**src/rtl/if_pc_fetch_unit_if.sv**
```systemverilog
// Signal bundle between the fetch unit and its environment (hazard unit, PC_Adder,
// instruction memory, decode stage). The fetch unit is the master side.
interface if_pc_fetch_unit_if;
  // No valid/ready handshake: all inputs are sampled on every rising edge.
  // ifidValid qualifies the IF/ID fields (0 means a bubble is held there).
  logic        stall;
  logic        branchEn;
  logic [31:0] branchTarget;
  logic        jumpEn;
  logic [31:0] jumpTarget;
  logic [31:0] incrPC;
  logic [31:0] imemRdata;
  logic [31:0] fromPC;
  logic [31:0] ifidInstr;
  logic [31:0] ifidPcPlus4;
  logic        ifidValid;
  logic        pcMisaligned;
  logic [31:0] fetchCount;

  modport master (
    input  stall, branchEn, branchTarget, jumpEn, jumpTarget, incrPC, imemRdata,
    output fromPC, ifidInstr, ifidPcPlus4, ifidValid, pcMisaligned, fetchCount
  );

  modport slave (
    output stall, branchEn, branchTarget, jumpEn, jumpTarget, incrPC, imemRdata,
    input  fromPC, ifidInstr, ifidPcPlus4, ifidValid, pcMisaligned, fetchCount
  );
endinterface

```
**src/rtl/if_pc_fetch_unit.sv**
```systemverilog
// MIPS instruction-fetch control: program counter, next-PC selection
// (jump > branch > stall > sequential) and the IF/ID pipeline register.
module if_pc_fetch_unit #(
  parameter logic [31:0] RESET_PC  = 32'h00000000,
  parameter logic [31:0] NOP_INSTR = 32'h00000000
) (
  input  logic                   clk,
  input  logic                   rst,
  if_pc_fetch_unit_if.master     bus
);

  logic [31:0] pc_q, pc_d;
  logic [31:0] instr_q, instr_d;
  logic [31:0] pc_plus4_q, pc_plus4_d;
  logic        valid_q, valid_d;
  logic        misaligned_q, misaligned_d;
  logic [31:0] count_q, count_d;

  logic        redirect;
  logic [31:0] target;

  assign redirect = bus.jumpEn | bus.branchEn;
  assign target   = bus.jumpEn ? bus.jumpTarget : bus.branchTarget;

  always_comb begin
    pc_d         = pc_q;
    instr_d      = instr_q;
    pc_plus4_d   = pc_plus4_q;
    valid_d      = valid_q;
    misaligned_d = 1'b0;
    count_d      = count_q;
    if (redirect) begin
      // Redirect beats stall; the wrong-path word fetched this cycle is squashed.
      pc_d         = {target[31:2], 2'b00};
      misaligned_d = |target[1:0];
      instr_d      = NOP_INSTR;
      pc_plus4_d   = 32'h0;
      valid_d      = 1'b0;
    end else if (!bus.stall) begin
      pc_d       = bus.incrPC;
      instr_d    = bus.imemRdata;
      pc_plus4_d = bus.incrPC;
      valid_d    = 1'b1;
      count_d    = count_q + 32'd1;
    end
  end

  always_ff @(posedge clk or posedge rst) begin
    if (rst) begin
      pc_q         <= RESET_PC;
      instr_q      <= NOP_INSTR;
      pc_plus4_q   <= 32'h0;
      valid_q      <= 1'b0;
      misaligned_q <= 1'b0;
      count_q      <= 32'h0;
    end else begin
      pc_q         <= pc_d;
      instr_q      <= instr_d;
      pc_plus4_q   <= pc_plus4_d;
      valid_q      <= valid_d;
      misaligned_q <= misaligned_d;
      count_q      <= count_d;
    end
  end

  assign bus.fromPC       = pc_q;
  assign bus.ifidInstr    = instr_q;
  assign bus.ifidPcPlus4  = pc_plus4_q;
  assign bus.ifidValid    = valid_q;
  assign bus.pcMisaligned = misaligned_q;
  assign bus.fetchCount   = count_q;

endmodule

```
**src/flat_wrapper.sv**
```systemverilog
// flat-port wrapper written by rule: the top's interface ports become plain ports
module if_pc_fetch_unit_flat 
#(
  parameter logic [31:0] RESET_PC  = 32'h00000000,
  parameter logic [31:0] NOP_INSTR = 32'h00000000
)
  (clk, rst, bus_stall, bus_branchEn, bus_branchTarget, bus_jumpEn, bus_jumpTarget, bus_incrPC, bus_imemRdata, bus_fromPC, bus_ifidInstr, bus_ifidPcPlus4, bus_ifidValid, bus_pcMisaligned, bus_fetchCount);
  if_pc_fetch_unit_if bus_i ();
  input  logic clk;
  input  logic rst;
  input wire logic [$bits(bus_i.stall)-1:0] bus_stall;
  input wire logic [$bits(bus_i.branchEn)-1:0] bus_branchEn;
  input wire logic [$bits(bus_i.branchTarget)-1:0] bus_branchTarget;
  input wire logic [$bits(bus_i.jumpEn)-1:0] bus_jumpEn;
  input wire logic [$bits(bus_i.jumpTarget)-1:0] bus_jumpTarget;
  input wire logic [$bits(bus_i.incrPC)-1:0] bus_incrPC;
  input wire logic [$bits(bus_i.imemRdata)-1:0] bus_imemRdata;
  output wire logic [$bits(bus_i.fromPC)-1:0] bus_fromPC;
  output wire logic [$bits(bus_i.ifidInstr)-1:0] bus_ifidInstr;
  output wire logic [$bits(bus_i.ifidPcPlus4)-1:0] bus_ifidPcPlus4;
  output wire logic [$bits(bus_i.ifidValid)-1:0] bus_ifidValid;
  output wire logic [$bits(bus_i.pcMisaligned)-1:0] bus_pcMisaligned;
  output wire logic [$bits(bus_i.fetchCount)-1:0] bus_fetchCount;
  assign bus_i.stall = bus_stall;
  assign bus_i.branchEn = bus_branchEn;
  assign bus_i.branchTarget = bus_branchTarget;
  assign bus_i.jumpEn = bus_jumpEn;
  assign bus_i.jumpTarget = bus_jumpTarget;
  assign bus_i.incrPC = bus_incrPC;
  assign bus_i.imemRdata = bus_imemRdata;
  assign bus_fromPC = bus_i.fromPC;
  assign bus_ifidInstr = bus_i.ifidInstr;
  assign bus_ifidPcPlus4 = bus_i.ifidPcPlus4;
  assign bus_ifidValid = bus_i.ifidValid;
  assign bus_pcMisaligned = bus_i.pcMisaligned;
  assign bus_fetchCount = bus_i.fetchCount;
  if_pc_fetch_unit #(.RESET_PC(RESET_PC), .NOP_INSTR(NOP_INSTR)) u_core (.clk(clk), .rst(rst), .bus(bus_i));
endmodule
```
**config.mk**
```make
export PLATFORM = sky130hd
export DESIGN_NAME = if_pc_fetch_unit_flat
export DESIGN_NICKNAME = d
export VERILOG_FILES = /design/src/rtl/if_pc_fetch_unit_if.sv /design/src/rtl/if_pc_fetch_unit.sv /design/src/flat_wrapper.sv
export SDC_FILE = /design/constraint.sdc
export NUM_CORES = 1
export LEC_CHECK = 0
export CORE_ASPECT_RATIO = 1.1
export CORE_MARGIN = 3
export CORE_UTILIZATION = 42
export CTS_CLUSTER_SIZE = 24
export DETAILED_ROUTE_END_ITERATION = 8
export PLACE_DENSITY = 0.87
export RECOVER_POWER = 100
export REMOVE_ABC_BUFFERS = 1
export SYNTH_ARGS = -nofsm -noshare
export SYNTH_HDL_FRONTEND = slang
export SYNTH_SLANG_ARGS = --single-unit
```
**constraint.sdc**
```tcl
create_clock -name clk -period 5.5 [get_ports clk]
set_input_delay 0.55 -clock clk [delete_from_list [all_inputs] [get_ports clk]]
set_output_delay 0.55 -clock clk [all_outputs]
set_load 0.05 [all_outputs]
```
==> results.md, run 1 <==
* Hold Path Class: register to register
* HP Start: u_core.bus.fetchCount[31]
* Worst rel slew slack at -0.6871
* I/O pin cnt at 263
* Clock-pin slew on the worst setup and hold paths at 0.06 ns
* Simple-gate share of the synthesized area at 0.2285
* Critical-path cell list: buf_2 -> clkbuf_1 -> nor2_1 -> nand2_1 -> nor2_1 -> nor2_1
* Dpl cell area at 0.008539 mm²
* Detailed placement HPWL at 12570 µm
* Nets at 962
* Post-synth EDFFs at 0
* Number of clock sinks at 128
* DR pass1 iterations at 4
* DR vias at 5161
* Final period util at 0.6436
* RR Startpoint: u_core.bus.fetchCount[3]
* Largest net degree at the start of global routing at 64
* Die X at 118.1 µm
* Fraction of registers with async set/reset at 1.000
* Seq/Total Area, Yosys at 0.5512
* TritonCTS clock tree: yes
* Area share of fa/ha/maj cells after synthesis at 0.002153
* Share of cells above drive strength 1 at 0.05113
* Slew @ Worst Pin at 2.531 ns
* Setup tns final at 0 ns
* #FFs+latches synth at 128
* Rows at 44
* Main combinational cell family by area after synthesis: simple AND/OR/NAND/NOR gates
* Port Buffers at 262
* Worst Path Max Fanout at 63
* Post-Syn Area at 0.005811 mm²
* Worst Path Class, Setup: input pin to register
* Minimum clock period at 3.540 ns
* Synthesized area per cell at 10.04 µm²
* RSZ-0062 raised after global routing: false
* Post-Syn Instances at 579
* Vias/cell at 5.035
* Root Driver: clkbuf_16
* Max-slew violation count at 113
* Worst path arrival time at 3.87 ns
* Busiest grt layer: met2
* Slowest CP cell: clkbuf_1
* Clock skew at 0.006881 ns
* Number of routed nets with antenna violations at 0
* Max incr delay on CP at 1.82 ns
* Compound-Gate Fraction of Synth Area at 0.02929
* CP Capture Type: register
* ANT cells at 0
* Critical Path Source Type: input pin
* Number of global-route vias before repair at 5266
* First-pass GRT wire length at 28120 µm
* Mux cell area share after synthesis at 0.1122
* Met2 usage at 0.3902
* Final Instance Area at 0.009082 mm²
* Xor/xnor cell area share of the yosys netlist at 0.04673
* Core region area at 0.01338 mm²
* GR met1 Demand/Resource at 0.2729
* # setup viols final at 0
* Yosys warns at 0
* Post-synthesis cell type count at 30
* Worst vdd ir at 0.1813 mV
* Starting density of the core at 0.4343
* Final Hold Viols at 0
* H-tree lvl count at 4
* CTS resizes at 0
* Clock Tree Buf Depth at 2
* Synth-to-Final Area Change at 56.31%
* GRT Total Usage at 0.2338
* M3 GR Usage at 0.08599
* Cts hold-fix bufs at 0
* Max Freq at 282.5 MHz
* PD cells at 299.1 mW/mm²
* Setup Buffers After CTS at 0
* DRC at 0
* Die Height at 129.4 µm
* Max Cap Viol at 2
* Worst path most repeated cell: nor2_1
* Violated checks: capacitance limit, slew limit
* CP required at 5.83 ns
* P_leak at 4.279 nW
* 1st-iter DRT viols at 328
* Antenna violations before repair at 0
* Top_reg_cell synth: dfrtp_1
* Final Wtd Congestion at 0.8326
* Crit path from: bus_branchEn
* Grt ovf at 0
* Number of CTS-inserted buffers at 17
* Total die area at 0.01528 mm²
* Worst-Skew Late Latency at 0.40 ns
* Outcome: finished, violations left
* Drt wl/cell at 17.20 µm
* Detailed-route wire length at 17640 µm
logic make-up after synthesis:
logic type | after synthesis
AND/OR/NAND/NOR | 278
flip-flops | 128
multiplexers | 65
buffers and inverters | 42
AO/OA/AOI/OAI | 34
XOR/XNOR | 31
adder cells (fa/ha/maj) | 1
cell type report:
class                           count  area, µm²
Inverter                            4      16.27
Clock inverter                     13      140.1
Fill cell                        1057       4295
Timing Repair Buffer              268       2648
Clock buffer                       19      442.9
Sequential cell                   128       3203
Tap cell                          184      230.2
Multi-Input combinational cell    409       2402
registers in the layout, summed over array words and instances, names as in the netlist:
| signal | flops |
|---|---|
| u_core.bus.ifidPcPlus4 | 32 |
| u_core.bus.ifidInstr | 32 |
| u_core.bus.pcMisaligned | 1 |
| u_core.bus.fetchCount | 32 |
| u_core.bus.fromPC | 30 |
| u_core.bus.ifidValid | 1 |
where the power goes:
group | total, mW | internal [mW] | switching (mW)
registers | 1.04 | 0.998 | 0.0413
clock network | 1.10 | 0.679 | 0.421
logic | 0.579 | 0.219 | 0.359
worst max-delay path: cells and delay by family:
kind,cells,cell delay [ns]
buffers and inverters,2,1.97
AND/OR/NAND/NOR,4,1.33
stage by stage:
stage               utilization  worst slack, ns  std cells  hold WS (ns)  power [mW]
floorplan                     -            1.537        541        0.6367       1.372
global placement         0.6383            2.924        993        0.4653       1.651
detailed placement       0.6383            2.864        993        0.4815       1.662
CTS                      0.6819            3.221       1025        0.4934       2.769
global route             0.6789            1.587       1025        0.5192       2.825
finish                   0.6789            1.960       1025        0.4911       2.717
layer usage:
| layer | up-vias | part of all wire |
|---|---|---|
| met2 | 221 | 0.49 |
| met1 | 2447 | 0.39 |
| met3 | 35 | 0.083 |
| li1 | 2458 | - |
| met5 | - | 0 |
| met4 | 0 | 0.034 |
placed cells by master, fill, tap and decap left out, types with 2 or more instances in the layout:
cell / instances
nor2_1: 131
dlygate4sd3_1: 131
clkdlybuf4s50_1: 128
dfrtp_1: 128
mux2i_1: 64
nor3_1: 64
a21oi_1: 31
nor2b_1: 30
xnor2_1: 23
clkbuf_16: 17
nand3_1: 14
nand2_1: 12
nand4_1: 8
xor2_1: 8
nor4_1: 6
buf_4: 5
clkinvlp_4: 4
clkinv_4: 4
or2_2: 3
and4_1: 3
inv_1: 3
o21ai_0: 3
and3_1: 3
clkinv_2: 3
clkbuf_1: 3
and2_1: 2
bufinv_16: 2
path summary, 6_finish.rpt:
| kind | end | slack [ns] | cells past startpoint |
|---|---|---|---|
| worst max-delay path | u_core.bus.fromPC[12] | 1.96 | 6 |
| worst min-delay path | u_core.bus.fetchCount[31] | 0.49 | 1 |
| worst max register to register | u_core.bus.fetchCount[31] | 3.09 | 4 |
| worst min register to register | u_core.bus.fetchCount[31] | 0.49 | 1 |
| max in group asynchronous | u_core.bus.ifidPcPlus4[25] | 2.31 | 3 |
| min in group asynchronous | u_core.bus.fromPC[24] | 1.15 | 2 |
Yosys cell counts, types with 2 or more instances:
cell type	n	area, µm²
buf_4	2	15.01
xnor2_1	23	201.4
nor2_1	131	491.7
nand2_1	12	45.04
inv_1	4	15.01
or2_2	2	12.51
nor4_1	3	18.77
o21ai_0	3	15.01
nor4_2	2	25.02
xor2_1	8	70.07
nand4_1	8	50.05
mux2i_1	64	640.6
nor2b_1	30	187.7
buf_1	9	33.78
and4_1	3	26.28
nand3_1	14	70.07
and2_1	2	12.51
clkbuf_1	25	93.84
nor3_1	64	320.3
dfrtp_1	128	3203
a21oi_1	31	155.2
and3_1	3	18.77
No activity file was read; power rests on OpenSTA's default activity.
==> inputs of run 2 (changes only) <==
CORE_UTILIZATION = 38   (was 42)
PLACE_DENSITY = 0.83   (was 0.87)
clock period = 3.1 ns   (was 5.5 ns; I/O delays follow)
==> run 2 against run 1 <==
Net effect:
- the run still ends with capacitance limit, slew limit left
- critical path depth shrank 2
- clock power grew 85%
- via count rose by 0.25%
- non-clock buffer count is 2 higher
- sequential cell count did not move
- register-to-register slack got worse by 2.5 ns
- count of clock-buffer cells in the layout is 1 lower
- global-route usage down 2.1 points
- first-iteration DRC count decreased by 23%
- sequential power is 77% higher
- sequential share of layout area fell by 0.24 points
- final cell count increased by 0.98%
==> results.md, run 2 (synthesis gave the netlist of run 1 again) <==
* Cell type group with the largest total delay on the critical path: simple AND/OR/NAND/NOR gates
* Clock-pin slew on the worst setup and hold paths at 0.05 ns
* Register share of total power at 0.375
* Multi-input logic area at 0.002409 mm²
* Die Height at 135.7 µm
* Nets at 964
* Commonest non-fill, non-tap cells in the layout: 131 x nor2_1, 131 x dlygate4sd3_1, 128 x clkdlybuf4s50_1, 128 x dfrtp_1
* Dpl cell area at 0.008577 mm²
* 1st-iter DRT viols at 252
* Number of routed nets with antenna violations at 0
* Minimum clock period at 2.465 ns
* Number of CTS-inserted buffers at 17
* DR pass1 iterations at 4
* Final Util at 0.6230
* Detailed placement HPWL at 12950 µm
* Number of global-route vias before repair at 5342
* Violated checks: capacitance limit, slew limit
* Root Driver: clkbuf_16
* Worst Path Class, Setup: register to register
* Worst-Skew Late Latency at 0.41 ns
* First-pass GRT wire length at 27430 µm
* Max Cap Viol at 2
* Register area at 0.003203 mm²
* Core region area at 0.01468 mm²
* Final Instance Area at 0.009144 mm²
* Psw at 1.465 mW
* Worst rel slew slack at -0.2628
* ANT cells at 0
* Detailed-route wire length at 18130 µm
* Setup Buffers After CTS at 0
* Hold Path Class: input pin to register
* Rows at 46
* Die X at 123.9 µm
* Max-slew violation count at 102
* Critical Path Source Type: register
* Cell Count, Final, Fillers Out at 1035
* Sw Share at 0.2983
* DR vias at 5174
* Max incr delay on CP at 0.91 ns
* GRT Total Usage at 0.2133
* Max Freq at 405.8 MHz
* Worst path arrival time at 2.75 ns
* Port Buffers at 262
* Drt wl/cell at 17.52 µm
* # setup viols final at 0
* CP Capture Type: register
* WP buf/inv at 0
* Final Hold Viols at 0
* Antenna violations before repair at 0
* Placed cells at 1003
* Grt ovf at 0
* Share of cells above drive strength 1 at 0.05575
* Clock Power Share at 0.413
* Largest net degree at the start of global routing at 64
* Clock Tree Buf Depth at 2
* P_leak at 4.304 nW
* Total die area at 0.01681 mm²
* DRC at 0
* Worst vdd ir at 0.3955 mV
* RSZ-0062 raised after global routing: false
* Critical-path cell list: or4b_1 -> nor4_1 -> nand3_1 -> xnor2_1
* Slew @ Worst Pin at 1.884 ns
* Clock skew at 0.01044 ns
* Outcome: finished, violations left
* TritonCTS clock tree: yes
* Final period util at 0.7950
* Crit path from: u_core.bus.fetchCount[3]
* Starting density of the core at 0.3959
* H-tree lvl count at 4
* Slowest CP cell: nor4_1
* Number of clock sinks at 128
* PD cells at 537.2 mW/mm²
* CTS resizes at 0
* CP required at 3.38 ns
* Synth-to-Final Area Change at 57.36%
* RR Startpoint: u_core.bus.fetchCount[3]
* I/O pin cnt at 263
* Cell Int Power at 3.446 mW
* Final Wtd Congestion at 0.8086
* Cts hold-fix bufs at 0
* Filler cell count at 1230
* HP Start: bus_branchEn
* Share of power burned in combinational logic at 0.212
* Vias/cell at 4.999
* Worst Path Max Fanout at 7
run 2: cell count changes in the layout (fill, tap and decap cells not counted):
cell / previous run / this run
nor4_2: 0 / 1
clkinv_2: 3 / 4
clkbuf_2: 1 / 3
bufinv_16: 2 / 3
buf_4: 5 / 4
nor4_1: 6 / 5
buf_12: 0 / 1
clkbuf_1: 3 / 2
clkinv_4: 4 / 3
run 2: metrics by stage:
stage,hold slack [ns],setup slack [ns],power (mW),TNS (ns)
final,0.4517,0.6355,4.912,0
after global routing,0.4864,0.5402,5.110,0
after CTS,0.3072,0.9422,5.009,0
after detailed placement,0.4647,0.8823,2.960,0
after global placement,0.4641,0.9215,2.943,0
after floorplan,0.3967,-0.6226,2.433,-79.70
run 2: final timing paths:
| path | to | slack [ns] | depth (start not counted) |
|---|---|---|---|
| max in group asynchronous | u_core.bus.fetchCount[14] | 1.15 | 3 |
| max reg2reg | u_core.bus.fetchCount[29] | 0.64 | 4 |
| min in group asynchronous | u_core.bus.ifidPcPlus4[12] | 0.83 | 2 |
| max | u_core.bus.fetchCount[29] | 0.64 | 4 |
| min reg2reg | u_core.bus.fetchCount[31] | 0.47 | 1 |
| min | u_core.bus.fromPC[2] | 0.45 | 5 |
run 2: layout make-up:
class / instances / share of cell area
inverters: 4 / 0.001779
clock inverters: 14 / 0.01820
repair buffers: 270 / 0.2920
multi-input cells: 409 / 0.2634
flip-flops and latches: 128 / 0.3503
well taps: 192 / 0.02627
clock buffers: 18 / 0.04803
run 2: per-layer routing:
| metal | up-vias | GRT usage | wire length [µm] |
|---|---|---|---|
| met5 | - | 0 | 0 |
| met2 | 216 | 0.3754 | 9309 |
| met3 | 28 | 0.06516 | 1732 |
| met4 | 0 | 0.09008 | 390 |
| met1 | 2469 | 0.2365 | 6698 |
| li1 | 2461 | - | - |
run 2: power by group through the flow:
stage	clock, mW	combinational [mW]	sequential (mW)
floorplan	0	0.218	2.22
global placement	0	1.08	1.87
detailed placement	0	1.09	1.87
CTS	2.07	1.09	1.85
global route	2.14	1.11	1.85
finish	2.03	1.04	1.84
run 2: worst min-delay path, cell delays in order:
cell and delay (ns):
clkbuf_1 0.15, nor3_1 0.08, nor3_1 0.13, a21oi_1 0.06, nor2_1 0.08
